[config.mk]
export PLATFORM = sky130hd
export DESIGN_NAME = conv_window_mac
export DESIGN_NICKNAME = d
export VERILOG_FILES = /design/src/rtl/conv_window_mac.sv
export SDC_FILE = /design/constraint.sdc
export NUM_CORES = 1
export LEC_CHECK = 0
export CAP_MARGIN = 40
export CORE_ASPECT_RATIO = 0.6
export CORE_UTILIZATION = 45
export DETAILED_ROUTE_END_ITERATION = 6
export PLACE_DENSITY_LB_ADDON = 0.2
export REMOVE_ABC_BUFFERS = 1
export SYNTH_ARGS = -nofsm -noshare
export SYNTH_HDL_FRONTEND = slang
export SYNTH_SLANG_ARGS = --single-unit
[constraint.sdc]
create_clock -name clk -period 2.7 [get_ports clk]
set_input_delay 0.27 -clock clk [delete_from_list [all_inputs] [get_ports clk]]
set_output_delay 0.27 -clock clk [all_outputs]
set_load 0.03 [all_outputs]
[src/rtl/conv_window_mac.sv]
// Sequential 3x3-style window MAC: accumulates N pixel*coefficient products from an
// external combinational multiplier. Define CONV_MAC_RELU_EN to clamp the registered result at zero.
module conv_window_mac #(
    parameter int X  = 4,
    parameter int N  = 9,
    parameter int AW = 2*X+4
) (
    input  logic                 clk,
    input  logic                 rst_n,
    input  logic                 Start,
    input  logic                 in_valid,
    output logic                 in_ready,
    input  logic [X-1:0]         pix_in,
    input  logic signed [X-1:0]  coef_in,
    output logic                 mul_start,
    output logic [X-1:0]         mul_a,
    output logic signed [X-1:0]  mul_b,
    input  logic signed [2*X-1:0] mul_p,
    output logic signed [AW-1:0] acc_out,
    output logic                 out_valid,
    input  logic                 out_ready,
    output logic                 busy
);

    localparam int CW = (N > 1) ? $clog2(N) : 1;

    typedef enum logic [1:0] {
        IDLE = 2'd0,
        ACC  = 2'd1,
        HOLD = 2'd2
    } state_t;

    state_t                state_q, state_d;
    logic signed [AW-1:0]  acc_q, acc_d;
    logic signed [AW-1:0]  acc_out_q, acc_out_d;
    logic [CW-1:0]         cnt_q, cnt_d;
    logic                  out_valid_q, out_valid_d;

    logic                  xfer;
    logic                  last_tap;
    logic signed [AW-1:0]  prod_ext;
    logic signed [AW-1:0]  sum;

    function automatic logic signed [AW-1:0] relu(input logic signed [AW-1:0] v);
`ifdef CONV_MAC_RELU_EN
        return v[AW-1] ? '0 : v;
`else
        return v;
`endif
    endfunction

    // The multiplier sees the raw tap pair; mul_start gates whether its product is meaningful.
    assign mul_a     = pix_in;
    assign mul_b     = coef_in;
    assign in_ready  = (state_q == ACC);
    assign xfer      = in_valid & in_ready;
    assign mul_start = xfer;
    assign busy      = (state_q != IDLE);
    assign out_valid = out_valid_q;
    assign acc_out   = acc_out_q;

    assign prod_ext = {{(AW-2*X){mul_p[2*X-1]}}, mul_p};
    assign sum      = acc_q + prod_ext;
    assign last_tap = (cnt_q == CW'(N-1));

    always_comb begin
        state_d     = state_q;
        acc_d       = acc_q;
        cnt_d       = cnt_q;
        acc_out_d   = acc_out_q;
        out_valid_d = out_valid_q;
        unique case (state_q)
            IDLE: begin
                if (Start) begin
                    state_d = ACC;
                    acc_d   = '0;
                    cnt_d   = '0;
                end
            end
            ACC: begin
                if (xfer) begin
                    acc_d = sum;
                    if (last_tap) begin
                        state_d     = HOLD;
                        acc_out_d   = relu(sum);
                        out_valid_d = 1'b1;
                    end else begin
                        cnt_d = cnt_q + 1'b1;
                    end
                end
            end
            HOLD: begin
                // Start is deliberately not looked at here, so it cannot queue a new window.
                if (out_ready) begin
                    state_d     = IDLE;
                    out_valid_d = 1'b0;
                end
            end
            default: begin
                state_d = IDLE;
            end
        endcase
    end

    always_ff @(posedge clk or negedge rst_n) begin
        if (!rst_n) begin
            state_q     <= IDLE;
            acc_q       <= '0;
            cnt_q       <= '0;
            acc_out_q   <= '0;
            out_valid_q <= 1'b0;
        end else begin
            state_q     <= state_d;
            acc_q       <= acc_d;
            cnt_q       <= cnt_d;
            acc_out_q   <= acc_out_d;
            out_valid_q <= out_valid_d;
        end
    end

endmodule
==> results.cfg <==
[run_status]
status = finished, violations left
violations = DRC

[sta]
finClkSkew_ns = 0.00591
setup_tns_ns = 0
slew_violations = 0
worstMarginPinSlew_ns = 0.394
slew_headroom = 0.737
setup_viol = 0
max_freq_mhz = 423
finalHoldViolCount = 0
min_period_ns = 2.36
post-route-period-util = 0.875
rsz0062_at_grt = false

[clock_network]
post_cts_buffers = 0
cts_buffers = 5
cts_tree = built
cts_sinks = 31
cts-resized-gates = 0
h-tree-depth = 2
cts_root_buf = clkbuf_8
clkLatencyLatePin_ns = 0.29
path_clk_slew_ns = 0.07
cts_hold_buf = 0
clk_path_buf_depth = 2

[setup_path]
crit_path_start_kind = input pin
rr_endpoint = acc_out[8]$_DFFE_PN0P_
r2r_start = acc_q[0]$_DFFE_PN0P_
critical_path.top_delay_family = adder cells
slowest_stage = clkdlybuf4s50_1
reg2reg_slack_ns = 0.41
crit_chain = clkdlybuf4s50_1, ha_1, inv_1, fa_1, and2b_1, nor3_1, o21a_1, o21ai_0, xor2_1, mux2_2
crit_type = input pin to flip-flop
worstSetupEndpointType = flip-flop
ff2ff_path_depth = 9
max_stage_delay_ns = 0.47
path_buf_inv = 2
cp.required_ns = 2.87
worstPathArrival_ns = 2.53
cp_max_fo = 3

[global_route]
antenna_found_initial = 0
grt_max_degree = 32
grt_usage = 0.216
grt_pass1_wl_microns = 6920
first_global_vias = 1439
overflow = 0

[die]
rows = 17
core_sq_um = 3810
die_h_microns = 51.7
initial_core_util = 0.487
dieArea_sq_um = 4390
fp.dieW_microns = 84.8
ios = 45

[synth]
async_flop_share = 1.00
synth_edf_count = 0
ys_seq_area_frac = 0.419
yosys_most_used_dff = dfrtp_1
mappedNetlistArea_sq_um = 1850
yosysUniqueCellTypes = 42
syn_inst = 184
syn_avg_cell_area_sq_um = 10.1
ys.warnings.count = 0
synth_seq_cells = 31

[placed_design]
place_congestion = 0.818
placed_cells = 253
io_buffer_count = 28
place_area_sq_um = 2150
hpwl_microns = 3100

[detailed_routing]
avgViaCountPerCell = 5.53
first_pass_iters = 6
ant_nets = 0
wl_per_cell_microns = 16.1
drtIter0Drc = 75
num_vias = 1437
drcViolationCount = 2
drt_wl_total_microns = 4190

[layout]
stdcell_count = 260
stdcell_area_sq_um = 2240
insertedDiodeCount = 0
final_core_util = 0.589
final_cell_mix = 31 x dfrtp_1, 29 x nand2_1, 28 x clkdlybuf4s50_1
fin_nets = 248
drive_gt1_frac = 0.113
fill_cells = 331
syn2layout_area_growth_pct = 21.0
final_common_cell = dfrtp_1

[pwr]
totalPowerFinal_mw = 2.83
power_density_nw_per_um2 = 1260
vdd_ir_drop_max_mv = 0.590
power.static_leakage_nw = 1.02

[hold_path]
min_path_type = input pin to async pin

[run]
drv_cap = 0
[flip-flops by register name (all words and copies together) (netlist names)]
name       cells
acc_out       12
acc_q         12
state_q        2
cnt_q          4
out_valid      1
[final cells by class]
| class | count | area, sq um | area share |
|---|---|---|---|
| Clock inverter | 1 | 5.00 | 0.00223 |
| Timing Repair Buffer | 33 | 318 | 0.142 |
| Sequential cell | 31 | 776 | 0.346 |
| Tap cell | 47 | 58.8 | 0.0262 |
| Clock buffer | 6 | 82.6 | 0.0368 |
| Multi-Input combinational cell | 131 | 961 | 0.429 |
| Inverter | 11 | 41.3 | 0.0184 |
[per-stage QoR]
step | hold slack, ns | worst slack, ns
floorplan | -0.0256 | 0.667
global placement | 0.458 | 0.152
detailed placement | 0.464 | 0.0771
CTS | 0.388 | 0.360
global route | 0.425 | 0.192
finish | 0.371 | 0.338
[where the power goes]
part	internal (mW)	switching, mW	leakage (nW)
combinational	0.736	0.898	0.586
sequential	0.680	0.142	0.385
clock	0.200	0.174	0.0470
total	1.62	1.21	1.02
[cell usage after synthesis, types with 3 or more instances]
cell type  number  area share
a21oi_1         7       0.019
dfrtp_1        31        0.42
xor2_1          6       0.028
mux2_2          4       0.024
a22o_1          8       0.038
buf_2           3      0.0081
inv_1          11       0.022
buf_4           8       0.032
xnor2_1         5       0.024
o21a_1          5       0.020
o211ai_1        4       0.016
ha_1           13       0.088
nor2_1         10       0.020
nand2_1        29       0.059
o21ai_0         9       0.024
[routing by layer]
layer,share of wire,global-route usage
met1,0.51,0.295
met2,0.41,0.312
met3,0.058,0.0921
met4,0.017,0.0621
met5,0,0
[worst max path at each step]
stage	from	endpoint	slack (ns)	depth (start not counted)
after detailed placement	mul_p[0]	acc_q[10]$_DFFE_PN0P_	0.08	10
after global routing	mul_p[0]	acc_out[8]$_DFFE_PN0P_	0.19	10
after global placement	mul_p[0]	acc_out[8]$_DFFE_PN0P_	0.15	10
after CTS	mul_p[0]	acc_out[8]$_DFFE_PN0P_	0.36	10
after floorplan	acc_q[0]$_DFFE_PN0P_	acc_out[10]$_DFFE_PN0P_	0.67	9
final	mul_p[0]	acc_out[8]$_DFFE_PN0P_	0.34	10
[worst reg2reg max path: stages (launching register included)]
cell and delay, ns:
dfrtp_1 0.37, ha_1 0.19, inv_1 0.06, fa_1 0.39, and2b_1 0.23, nor3_1 0.05
o21a_1 0.24, o21ai_0 0.24, xor2_1 0.12, mux2_2 0.28
[cells by family (layout without fill, tap and decap cells)]
logic type,after synthesis,count (layout),synth area share
AO/OA/AOI/OAI,45,45,0.189
XOR/XNOR,12,12,0.0648
adder cells (fa/ha/maj),14,14,0.0986
buffers and inverters,22,51,0.0628
flip-flops,31,31,0.419
multiplexers,5,5,0.0324
AND/OR/NAND/NOR,55,55,0.134
Power figures use the tool's default switching activity.
